File: config.mk
export PLATFORM = sky130hd
export DESIGN_NAME = br_resolve_q
export DESIGN_NICKNAME = d
export VERILOG_FILES = /design/src/rtl/bp_pkg.sv /design/src/rtl/br_resolve_q.sv
export SDC_FILE = /design/constraint.sdc
export NUM_CORES = 1
export LEC_CHECK = 0
export ABC_AREA = 1
export CAP_MARGIN = 5
export CORE_ASPECT_RATIO = 2
export CORE_MARGIN = 2
export CORE_UTILIZATION = 50
export CTS_BUF_LIST = sky130_fd_sc_hd__clkbuf_2
export DETAILED_ROUTE_END_ITERATION = 7
export PLACE_DENSITY = 0.72
export SYNTH_ARGS = -nofsm -noshare
export SYNTH_HDL_FRONTEND = slang
export SYNTH_SLANG_ARGS = --single-unit
File: constraint.sdc
create_clock -name clock -period 5.15 [get_ports clock]
set_input_delay 1.03 -clock clock [delete_from_list [all_inputs] [get_ports clock]]
set_output_delay 1.03 -clock clock [all_outputs]
set_load 0.01 [all_outputs]
File: src/rtl/bp_pkg.sv
// bp_pkg: shared branch-predictor types and widths.
// Contents:
//   ts_state   - 2-bit saturating direction counter encoding
//   br_entry_t - one branch resolution queue entry
//   BP_IDX_W   - predictor index width
//   BP_XLEN    - PC/target width
// Macro BR_RESOLVE_TARGET_CHECK_EN adds pred_target to br_entry_t.
package bp_pkg;

    localparam int BP_IDX_W = 5;
    localparam int BP_XLEN  = 32;

    typedef enum logic [1:0] {
        TS_SNT = 2'd0,
        TS_WNT = 2'd1,
        TS_WT  = 2'd2,
        TS_ST  = 2'd3
    } ts_state;

    typedef struct packed {
        logic [BP_XLEN-1:0] pc;
        logic               pred_take;
`ifdef BR_RESOLVE_TARGET_CHECK_EN
        logic [BP_XLEN-1:0] pred_target;
`endif
    } br_entry_t;

endpackage

File: src/rtl/br_resolve_q.sv
// br_resolve_q: in-order branch resolution queue feeding predictor training and redirect.
// Ports:
//   clock, reset                      - rising-edge clock, synchronous active-high reset
//   push_valid/pc/pred_take/pred_target, push_ready - fetch records a predicted branch
//   rs_valid/rs_take/rs_target        - retire resolves the oldest entry
//   upd_en/upd_idx/upd_take           - registered predictor training strobe
//   mispredict/redirect_pc            - registered one-cycle redirect pulse
//   count/empty/full                  - occupancy, from registered state only
// Macro BR_RESOLVE_TARGET_CHECK_EN: store predicted targets and treat a
// correctly-predicted taken branch with a wrong target as a miss.
module br_resolve_q
    import bp_pkg::*;
#(
    parameter int DEPTH = 8,
    parameter int IDX_W = BP_IDX_W,
    parameter int XLEN  = BP_XLEN
) (
    input  logic                       clock,
    input  logic                       reset,
    input  logic                       push_valid,
    input  logic [XLEN-1:0]            push_pc,
    input  logic                       push_pred_take,
    input  logic [XLEN-1:0]            push_pred_target,
    output logic                       push_ready,
    input  logic                       rs_valid,
    input  logic                       rs_take,
    input  logic [XLEN-1:0]            rs_target,
    output logic                       upd_en,
    output logic [IDX_W-1:0]           upd_idx,
    output logic                       upd_take,
    output logic                       mispredict,
    output logic [XLEN-1:0]            redirect_pc,
    output logic [$clog2(DEPTH):0]     count,
    output logic                       empty,
    output logic                       full
);

    localparam int PW = $clog2(DEPTH);
    localparam int CW = PW + 1;

    br_entry_t       mem [DEPTH];
    br_entry_t       e;
    logic [PW-1:0]   head, tail;
    logic            rs_ok, miss, flush, push_ok;

    assign e          = mem[head];
    assign empty      = count == '0;
    assign full       = count == CW'(DEPTH);
    assign push_ready = !full;
    assign rs_ok      = rs_valid && !empty;

`ifdef BR_RESOLVE_TARGET_CHECK_EN
    assign miss = (e.pred_take != rs_take) || (rs_take && e.pred_take && e.pred_target != rs_target);
`else
    assign miss = e.pred_take != rs_take;
    logic unused_target;
    assign unused_target = ^push_pred_target;
`endif

    // A miss squashes every younger branch, including one arriving this cycle.
    assign flush   = rs_ok && miss;
    assign push_ok = push_valid && push_ready && !flush;

    always_ff @(posedge clock) begin
        if (push_ok) begin
            mem[tail].pc        <= push_pc;
            mem[tail].pred_take <= push_pred_take;
`ifdef BR_RESOLVE_TARGET_CHECK_EN
            mem[tail].pred_target <= push_pred_target;
`endif
        end
    end

    always_ff @(posedge clock) begin
        if (reset) begin
            head        <= '0;
            tail        <= '0;
            count       <= '0;
            upd_en      <= 1'b0;
            upd_idx     <= '0;
            upd_take    <= 1'b0;
            mispredict  <= 1'b0;
            redirect_pc <= '0;
        end else begin
            upd_en     <= rs_ok;
            mispredict <= flush;
            if (rs_ok) begin
                upd_idx  <= e.pc[IDX_W+1:2];
                upd_take <= rs_take;
            end
            if (flush) begin
                redirect_pc <= rs_take ? rs_target : e.pc + XLEN'(4);
                head        <= '0;
                tail        <= '0;
                count       <= '0;
            end else begin
                if (rs_ok)
                    head <= head + 1'b1;
                if (push_ok)
                    tail <= tail + 1'b1;
                count <= count + CW'(push_ok) - CW'(rs_ok);
            end
        end
    end

endmodule
==> run_results.csv, run 1 <==
group,metric,value,unit
outcome,status,"completed",
routing,wirelength,33500,um
worst_hold_path,hold_path.class,"reg -> reg",
worst_setup_path,critPathKind,"reg -> reg",
logic_synthesis,yosysSeqAreaShare,62.5,%
grt,grt_max_degree,93,
timing,rsz0062_at_grt,"false",
timing,setup_slack,1440,ps
clock_tree,clock_latency,900,ps
logic_synthesis,yosys.area.top_type,"edfxtp_1",
logic_synthesis,synth_fp_nets,1702,
logic_synthesis,synth_top_cells_by_area,"edfxtp_1 55%, nand2_1 15%, dfxtp_1 7.4%",
timing,finalCritPeriodShare,72.1,%
worst_setup_path,cp.arrival,4490,ps
logic_synthesis,yosysUniqueCellTypes,32,
grt,grt.overflow.total,0,
logic_synthesis,synth_top_area_share,55.1,%
cells_and_area,fin_cells,2133,
routing,vias_per_cell,5.02,
timing,setup_viol,0,
grt,grt_pass1_vias,10400,
clock_tree,cts_setup_buffers,0,
logic_synthesis,synthArstFlopShare,0,%
worst_hold_path,holdPathStages,2,
worst_setup_path,max_stage_delay,720,ps
flow_run,drv_cap,0,
worst_setup_path,r2r_end,"redirect_pc[30]$_SDFFE_PP0P_",
logic_synthesis,synth-edff-count,264,
floorplanning,dieArea,30200,um2
clock_tree,clock_path_buffers,3,
placed_design,dp_hpwl,21300,um
pwr,swShare,36.6,%
worst_setup_path,r2r_slack,1440,ps
routing,firstDrtPassIters,7,
cells_and_area,drive_gt1_share,8.34,%
logic_synthesis,syn_area,14400,um2
pwr,power_density,415,nW/um2
grt,grt_first_pass_wirelength,52100,um
timing,relSlewSlack,33.4,%
routing,drtIter0Drc,673,
pwr,p_clk_share,21.4,%
cells_and_area,final_util,58.2,%
clock_tree,cts_tree,"yes",
timing,fmax,269,MHz
clock_tree,hold_buffers,0,
cells_and_area,fill_cells,2463,
worst_setup_path,crit_required,5930,ps
grt,grt_usage,22.6,%
cells_and_area,area_delta_synth_final,14.4,%
logic_synthesis,ys.flop_type,"edfxtp_1",
timing,holdWs,459,ps
routing,via_count,10700,
floorplanning,start_util,50.9,%
worst_setup_path,crit_top_cell,"nand2_1",
logic_synthesis,ys_warn_count,0,
timing,hold_violations,0,
floorplanning,dieWidth,124,um
placed_design,gp_congestion,0.895,
placed_design,dp.cells,2018,
pwr,p_switching,0.00250,W
floorplanning,ioPinCount,149,
cells_and_area,finalNetCount,1837,
pwr,p_leak,7.21,nW
clock_tree,cts_root_buf,"clkbuf_2",
clock_tree,path_clk_slew,130,ps
pwr,seqPwrFrac,46.7,%
worst_hold_path,holdPathEnd,"redirect_pc[29]$_SDFFE_PP0P_",
placed_design,portBuffers,116,
routing,post_drt_wl_per_cell,15.7,um
worst_setup_path,cp-end-kind,"flip-flop",
logic_synthesis,avgSynthCellArea,9.05,um2
placed_design,place_ws,1300,ps
clock_tree,cts_resized,0,
logic_synthesis,syn_inst,1590,
logic_synthesis,synth.cells.most_frequent,"557 x nand2_1, 264 x edfxtp_1, 245 x inv_1",
worst_setup_path,slowest_stage,"dfxtp_4",
logic_synthesis,yosys_register_bits,317,
routing,detail-route-antenna-nets,0,
clock_tree,cts_sinks,317,
logic_synthesis,yosysMostFrequentCell,"nand2_1",
worst_setup_path,path_buf_inv,3,
floorplanning,num_rows,87,
routing,route.detailed.drc,0,
worst_setup_path,cp_top_family,"simple AND/OR/NAND/NOR gates",
timing,layout_min_cycle_time,3710,ps
timing,skew,46.4,ps
worst_hold_path,hp-start,"redirect_pc[29]$_SDFFE_PP0P_",
worst_setup_path,r2r_cells,18,
worst_setup_path,worstPathCellList,"clkinv_2, buf_4, buf_4, nand2_1, nand3_1, nand2_1, nand2_1, nand2_1, ha_1, nand2_1, nor2_2, nand2_2, nor2_1, nand2_1, nand2_1, nand3_1, nand2_1, nand2_1",
floorplanning,fp.dieH,244,um
pwr,vdd_drop_max,0.190,mV
timing,worst_pin_slew,1000,ps
worst_setup_path,cp-start-kind,"flip-flop",
timing,drv_slew,0,
pwr,power.internal,0.00433,W
pwr,pwr-share-comb,31.9,%
worst_setup_path,cp_max_fo,71,
floorplanning,core_area,28300,um2
timing,tns,0,ps
grt,antenna_found_initial,2,
clock_tree,ctsHtreeMaxLevel,2,
clock_tree,cts-buffers-inserted,61,
-- stage by stage --
| stage | instance area [um2] | total power (W) |
|---|---|---|
| floorplan | 14400 | 0.00465 |
| global placement | 15900 | 0.00535 |
| detailed placement | 15900 | 0.00541 |
| CTS | 16500 | 0.00688 |
| global route | 16500 | 0.00730 |
| finish | 16500 | 0.00683 |
-- metal layers --
| layer | global-route usage (%) | wire (um) |
|---|---|---|
| met1 | 23.5 | 12200 |
| met2 | 42.2 | 17700 |
| met3 | 3.85 | 1980 |
| met4 | 11.7 | 1650 |
| met5 | 0 | 0 |
-- worst reg2reg max path: stages, from the launching register on --
cell and delay (ps):
dfxtp_4 720, clkinv_2 280, buf_4 350, buf_4 440
nand2_1 150, nand3_1 90, nand2_1 100, nand2_1 50
nand2_1 110, ha_1 190, nand2_1 100, nor2_2 170
nand2_2 170, nor2_1 340, nand2_1 90, nand2_1 60
nand3_1 70, nand2_1 80, nand2_1 40
-- sequential cells by signal, summed over array words and instances (netlist names), named ones only --
signal and flops:
mispredict 1, upd_en 1, count 4, tail 3, mem 264, upd_take 1
redirect_pc 32, head 3, upd_idx 5
-- cells by family after synthesis --
| logic type | count (synthesis) | synth area share (%) |
|---|---|---|
| AO/OA/AOI/OAI | 92 | 3.31 |
| XOR/XNOR | 7 | 0.426 |
| adder cells (fa/ha/maj) | 10 | 0.922 |
| buffers and inverters | 315 | 9.00 |
| flip-flops | 317 | 62.5 |
| multiplexers | 1 | 0.0695 |
| AND/OR/NAND/NOR | 848 | 23.8 |
-- how the worst max path moves through the flow --
stage               from  cells after the start                           end
4_1_cts        flip-flop                     18  redirect_pc[30]$_SDFFE_PP0P_
5_1_grt        flip-flop                     18  redirect_pc[30]$_SDFFE_PP0P_
3_3_place_gp     rs_take                      9          mem[0][22]$_DFFE_PP_
2_1_floorplan    rs_take                      7           mem[1][0]$_DFFE_PP_
6_report       flip-flop                     18  redirect_pc[30]$_SDFFE_PP0P_
3_5_place_dp     rs_take                      9          mem[0][24]$_DFFE_PP_
-- layout make-up --
class	count	area, um2	area share, %
Antenna cell	2	5.00	0.0304
Timing Repair Buffer	136	1310	7.96
Tap cell	356	445	2.71
Multi-Input combinational cell	958	4170	25.3
Clock inverter	28	171	1.04
Sequential cell	317	8990	54.6
Clock buffer	85	425	2.58
Inverter	251	943	5.73
-- cells in the final DEF (no fill, tap or decap), types with 12 or more instances in the layout --
master,instances
inv_1,245
nor2_1,121
nand3_1,142
o21ai_1,16
nand2_1,557
dfxtp_1,51
a21oi_1,15
buf_4,20
o21ai_0,54
clkbuf_2,85
clkinv_2,12
edfxtp_1,264
clkinv_1,16
clkdlybuf4s50_1,116
-- power groups by stage --
stage	logic [W]	clock network [W]	registers (W)
global placement	0.00211	0	0.00324
detailed placement	0.00217	0	0.00325
floorplan	0.00143	0	0.00323
CTS	0.00218	0.00151	0.00319
finish	0.00218	0.00146	0.00319
global route	0.00245	0.00163	0.00321
Power figures use the tool's default switching activity.
==> run 2, diff against run 1 <==
--- a/config.mk
+++ b/config.mk
@@ -12,7 +12,7 @@
 export CORE_UTILIZATION = 50
 export CTS_BUF_LIST = sky130_fd_sc_hd__clkbuf_2
 export DETAILED_ROUTE_END_ITERATION = 7
-export PLACE_DENSITY = 0.72
+export PLACE_DENSITY = 0.74
 export SYNTH_ARGS = -nofsm -noshare
 export SYNTH_HDL_FRONTEND = slang
 export SYNTH_SLANG_ARGS = --single-unit
==> constraint.sdc (replaced) <==
create_clock -name clock -period 3.1 [get_ports clock]
set_input_delay 0.62 -clock clock [delete_from_list [all_inputs] [get_ports clock]]
set_output_delay 0.62 -clock clock [all_outputs]
set_load 0.01 [all_outputs]
==> run_results.csv, run 2 (same netlist as run 1, synthesis figures left out) <==
group,metric,value,unit
grt,grt_usage,23.4,%
timing,setup_slack,257,ps
routing,via_count,10900,
floorplanning,dieArea,30200,um2
worst_setup_path,max_stage_delay,530,ps
routing,vias_per_cell,5.07,
timing,rsz0062_at_grt,"false",
cells_and_area,drive_gt1_share,9.30,%
grt,grt.overflow.total,0,
clock_tree,cts_tree,"yes",
cells_and_area,fill_cells,2406,
worst_setup_path,cp.arrival,2220,ps
worst_setup_path,crit_required,2480,ps
grt,grt_max_degree,80,
placed_design,gp_congestion,0.877,
pwr,p_switching,0.00426,W
worst_setup_path,slowest_stage,"clkdlybuf4s50_1",
worst_setup_path,path_buf_inv,3,
worst_setup_path,crit_top_cell,"inv_1",
routing,detail-route-antenna-nets,0,
floorplanning,fp.dieH,244,um
pwr,seqPwrFrac,44.4,%
cells_and_area,finalNetCount,1856,
routing,firstDrtPassIters,7,
timing,worst_pin_slew,614,ps
cells_and_area,regMostFlops,"mem",
cells_and_area,largest_reg_flops,264,
worst_setup_path,cp_max_fo,3,
floorplanning,dieWidth,124,um
placed_design,dp_hpwl,21600,um
timing,relSlewSlack,59.1,%
timing,hold_violations,0,
placed_design,portBuffers,116,
floorplanning,ioPinCount,149,
worst_setup_path,critPathKind,"reg -> out",
clock_tree,clock_latency,900,ps
floorplanning,num_rows,87,
pwr,power_density,700,nW/um2
timing,finalCritPeriodShare,91.7,%
worst_setup_path,worstPathCellList,"inv_1, ha_1, nand3_1, inv_1, clkdlybuf4s50_1",
grt,antenna_found_initial,3,
clock_tree,clock_path_buffers,3,
timing,holdWs,358,ps
clock_tree,path_clk_slew,120,ps
cells_and_area,area_delta_synth_final,16.7,%
outcome,status,"completed",
pwr,p_leak,7.37,nW
cells_and_area,reg_top3,"mem x264, redirect_pc x32, upd_idx x5",
worst_setup_path,cp-start-kind,"flip-flop",
placed_design,place_ws,274,ps
worst_hold_path,hold_path.class,"in -> reg",
routing,drtIter0Drc,896,
floorplanning,start_util,50.9,%
clock_tree,cts_root_buf,"clkbuf_2",
pwr,total_power,0.0118,W
worst_setup_path,cp_top_family,"buffers and inverters",
routing,route.detailed.drc,0,
clock_tree,cts-buffers-inserted,67,
timing,drv_slew,0,
floorplanning,core_area,28300,um2
cells_and_area,layout_common_cells,"557 x nand2_1, 264 x edfxtp_1, 245 x inv_1",
pwr,power.internal,0.00750,W
timing,skew,66.4,ps
timing,layout_min_cycle_time,2840,ps
worst_setup_path,cp-end-kind,"primary output",
grt,grt_first_pass_wirelength,54100,um
cells_and_area,mostFrequentLayoutCell,"nand2_1",
clock_tree,cts_setup_buffers,0,
pwr,vdd_drop_max,0.336,mV
clock_tree,hold_buffers,0,
grt,grt_pass1_vias,11000,
routing,post_drt_wl_per_cell,15.8,um
pwr,pwr-share-comb,32.5,%
routing,wirelength,34100,um
pwr,p_clk_share,23.1,%
clock_tree,cts_resized,0,
timing,setup_viol,0,
clock_tree,cts_sinks,317,
pwr,swShare,36.2,%
timing,fmax,352,MHz
flow_run,drv_cap,0,
clock_tree,ctsHtreeMaxLevel,3,
## run 2: cell count changes in the layout (fill, tap and decap cells not counted)
cell | previous run | this run
clkinv_1 | 16 | 17
inv_4 | 0 | 1
clkinv_2 | 12 | 8
inv_2 | 4 | 6
clkinvlp_4 | 0 | 1
buf_12 | 0 | 12
clkbuf_2 | 85 | 89
diode_2 | 2 | 1
buf_6 | 0 | 1
bufinv_16 | 2 | 4
## run 2: routing by layer
layer  vias to the layer above  global-route usage (%)  part of all wire, %
met4                         4                    12.7                  4.1
met2                       407                    41.4                   52
li1                       5374                       -                    -
met1                      5010                    25.2                   37
met5                         -                       0                0.079
met3                       107                    5.32                  6.5
## run 2: final timing paths
kind,start,endpoint,slack [ps],cells past startpoint
hold / removal,reset,upd_en$_SDFF_PP0_,360,2
setup / recovery,count[2]$_SDFF_PP0_,full,260,5
setup reg to reg,flip-flop,redirect_pc[30]$_SDFFE_PP0P_,380,15
hold reg to reg,redirect_pc[24]$_SDFFE_PP0P_,redirect_pc[24]$_SDFFE_PP0P_,460,2
## run 2: power groups by stage
stage | Combinational [W] | Sequential (W) | Clock [W]
finish | 0.00382 | 0.00522 | 0.00271
global route | 0.00429 | 0.00527 | 0.00299
CTS | 0.00381 | 0.00522 | 0.00278
detailed placement | 0.00378 | 0.00532 | 0
global placement | 0.00370 | 0.00530 | 0
floorplan | 0.00238 | 0.00536 | 0
## run 2: layout make-up
| class | instances | area [um2] | area share [%] |
|---|---|---|---|
| Multi-Input combinational cell | 958 | 4170 | 24.8 |
| Clock buffer | 89 | 445 | 2.65 |
| Inverter | 251 | 945 | 5.62 |
| Sequential cell | 317 | 8990 | 53.5 |
| Antenna cell | 1 | 2.50 | 0.0149 |
| Timing Repair Buffer | 149 | 1560 | 9.30 |
| Tap cell | 356 | 445 | 2.65 |
| Clock inverter | 31 | 235 | 1.40 |
## run 2: stage by stage
| stage | util (%) | instance area (um2) | cells | TNS, ps |
|---|---|---|---|---|
| final | 59.4 | 16800 | 2152 | 0 |
| after global placement | 56.9 | 16100 | 2031 | 0 |
| after floorplan | - | 14400 | 1590 | -29400 |
| after CTS | 59.3 | 16800 | 2151 | 0 |
| after global routing | 59.4 | 16800 | 2152 | 0 |
| after detailed placement | 56.9 | 16100 | 2031 | 0 |
==> run 3, diff against run 2 <==
--- a/config.mk
+++ b/config.mk
@@ -11,6 +11,7 @@
 export CORE_MARGIN = 2
 export CORE_UTILIZATION = 50
 export CTS_BUF_LIST = sky130_fd_sc_hd__clkbuf_2
+export CTS_CLUSTER_SIZE = 12
 export DETAILED_ROUTE_END_ITERATION = 7
 export PLACE_DENSITY = 0.74
 export SYNTH_ARGS = -nofsm -noshare
==> run_results.csv, run 3 (same netlist as run 1, synthesis figures left out) <==
group,metric,value,unit
worst_setup_path,r2r_end,"redirect_pc[28]$_SDFFE_PP0P_",
pwr,pwr-share-comb,32.2,%
timing,fmax,353,MHz
cells_and_area,fill_cells,2396,
routing,via_count,10900,
clock_tree,path_clk_slew,120,ps
worst_setup_path,cp-start-kind,"flip-flop",
worst_setup_path,cp.arrival,2220,ps
worst_setup_path,r2r_cells,15,
worst_setup_path,critPathKind,"reg -> out",
placed_design,gp_congestion,0.877,
worst_setup_path,cp_max_fo,3,
cells_and_area,regMostFlops,"mem",
worst_setup_path,crit_required,2480,ps
clock_tree,clock_path_buffers,3,
floorplanning,fp.dieH,244,um
routing,firstDrtPassIters,8,
cells_and_area,drive_gt1_share,9.36,%
pwr,p_switching,0.00426,W
cells_and_area,mostFrequentLayoutCell,"nand2_1",
clock_tree,hold_buffers,0,
floorplanning,ioPinCount,149,
worst_setup_path,crit_path_start,"count[2]$_SDFF_PP0_",
grt,grt_max_degree,80,
cells_and_area,finalNetCount,1856,
timing,finalCritPeriodShare,91.5,%
timing,setup_viol,0,
pwr,vdd_drop_max,0.334,mV
outcome,status,"completed",
grt,grt_first_pass_wirelength,54100,um
clock_tree,clock_latency,900,ps
floorplanning,start_util,50.9,%
placed_design,placed_cell_area,16100,um2
timing,tns,0,ps
worst_setup_path,max_stage_delay,530,ps
worst_setup_path,worstSetupEndpoint,"full",
grt,grt_pass1_vias,11000,
floorplanning,core_area,28300,um2
cells_and_area,stdcell_area,16800,um2
timing,drv_slew,0,
worst_setup_path,slowest_stage,"clkdlybuf4s50_1",
clock_tree,cts_root_buf,"clkbuf_2",
grt,antenna_found_initial,3,
clock_tree,cts_tree,"yes",
timing,skew,71.0,ps
floorplanning,dieWidth,124,um
cells_and_area,reg_top3,"mem x264, redirect_pc x32, upd_idx x5",
timing,layout_min_cycle_time,2840,ps
flow_run,drv_cap,0,
timing,relSlewSlack,59.4,%
worst_setup_path,crit_top_cell,"inv_1",
timing,hold_violations,0,
cells_and_area,final_util,59.4,%
worst_setup_path,worstPathCellList,"inv_1, ha_1, nand3_1, inv_1, clkdlybuf4s50_1",
timing,worst_pin_slew,609,ps
pwr,swShare,36.0,%
timing,rsz0062_at_grt,"false",
grt,grt.overflow.total,0,
grt,grt_usage,23.4,%
pwr,p_leak,7.38,nW
pwr,power_density,704,nW/um2
worst_setup_path,cp-end-kind,"primary output",
routing,post_drt_wl_per_cell,15.8,um
pwr,power.internal,0.00758,W
routing,wirelength,34000,um
routing,vias_per_cell,5.06,
floorplanning,dieArea,30200,um2
routing,detail-route-antenna-nets,0,
cells_and_area,largest_reg_flops,264,
clock_tree,cts-buffers-inserted,67,
pwr,seqPwrFrac,44.1,%
worst_hold_path,hold_path.class,"in -> reg",
clock_tree,ctsHtreeMaxLevel,3,
clock_tree,cts_sinks,317,
routing,route.detailed.drc,0,
cells_and_area,layout_common_cells,"557 x nand2_1, 264 x edfxtp_1, 245 x inv_1",
worst_setup_path,r2r_slack,390,ps
floorplanning,num_rows,87,
pwr,p_clk_share,23.7,%
routing,drtIter0Drc,803,
placed_design,dp_hpwl,21600,um
placed_design,portBuffers,116,
cells_and_area,area_delta_synth_final,16.9,%
## run 3: layout make-up
type / count / area, um2 / area share, %
Tap cell: 356 / 445 / 2.65
Clock buffer: 90 / 450 / 2.68
Clock inverter: 30 / 256 / 1.52
Timing Repair Buffer: 149 / 1560 / 9.29
Sequential cell: 317 / 8990 / 53.5
Antenna cell: 1 / 2.50 / 0.0149
Multi-Input combinational cell: 958 / 4170 / 24.8
Inverter: 251 / 945 / 5.61
## run 3: per-layer routing
layer | up-vias | wire, um | GRT usage, %
met5 | - | 27 | 0
met4 | 4 | 1360 | 12.5
met3 | 98 | 2330 | 5.34
met2 | 406 | 18000 | 41.5
met1 | 5015 | 12400 | 25.2
li1 | 5376 | - | -
## run 3: timing repair
item,4_1_cts,5_1_grt
setup endpoints to repair,0,15
resized for setup,0,2
buffers inserted,0,0
## run 3: critical path, delay by kind of cell, from the launching register on
| kind | cells | cell delay (ps) |
|---|---|---|
| simple gates | 1 | 130 |
| buf+inv | 3 | 730 |
| flops | 1 | 340 |
| fa+ha+maj | 1 | 150 |
## run 3: power by group through the flow
stage	registers (W)	logic [W]	clock network, W
global placement	0.00530	0.00370	0
CTS	0.00522	0.00380	0.00287
global route	0.00527	0.00429	0.00308
detailed placement	0.00532	0.00378	0
finish	0.00522	0.00382	0.00280
floorplan	0.00536	0.00238	0
## run 3: worst min path at each step
stage                                            start                            to  cells after the start
after floorplan                   head[1]$_SDFFE_PP0P_                     flip-flop                      2
after global placement    redirect_pc[14]$_SDFFE_PP0P_  redirect_pc[14]$_SDFFE_PP0P_                      2
after detailed placement  redirect_pc[27]$_SDFFE_PP0P_  redirect_pc[27]$_SDFFE_PP0P_                      2
after CTS                                        reset             upd_en$_SDFF_PP0_                      2
after global routing                             reset             upd_en$_SDFF_PP0_                      2
final                                            reset             upd_en$_SDFF_PP0_                      2
## run 3: metrics by stage
step / total power [W] / worst slack, ps / cells / hold WS, ps
after floorplan: 0.00773 / -153 / 1590 / 459
after global placement: 0.00900 / 306 / 2031 / 438
after detailed placement: 0.00910 / 274 / 2031 / 441
after CTS: 0.0119 / 171 / 2151 / 285
after global routing: 0.0126 / 40.6 / 2152 / 318
final: 0.0118 / 265 / 2152 / 365
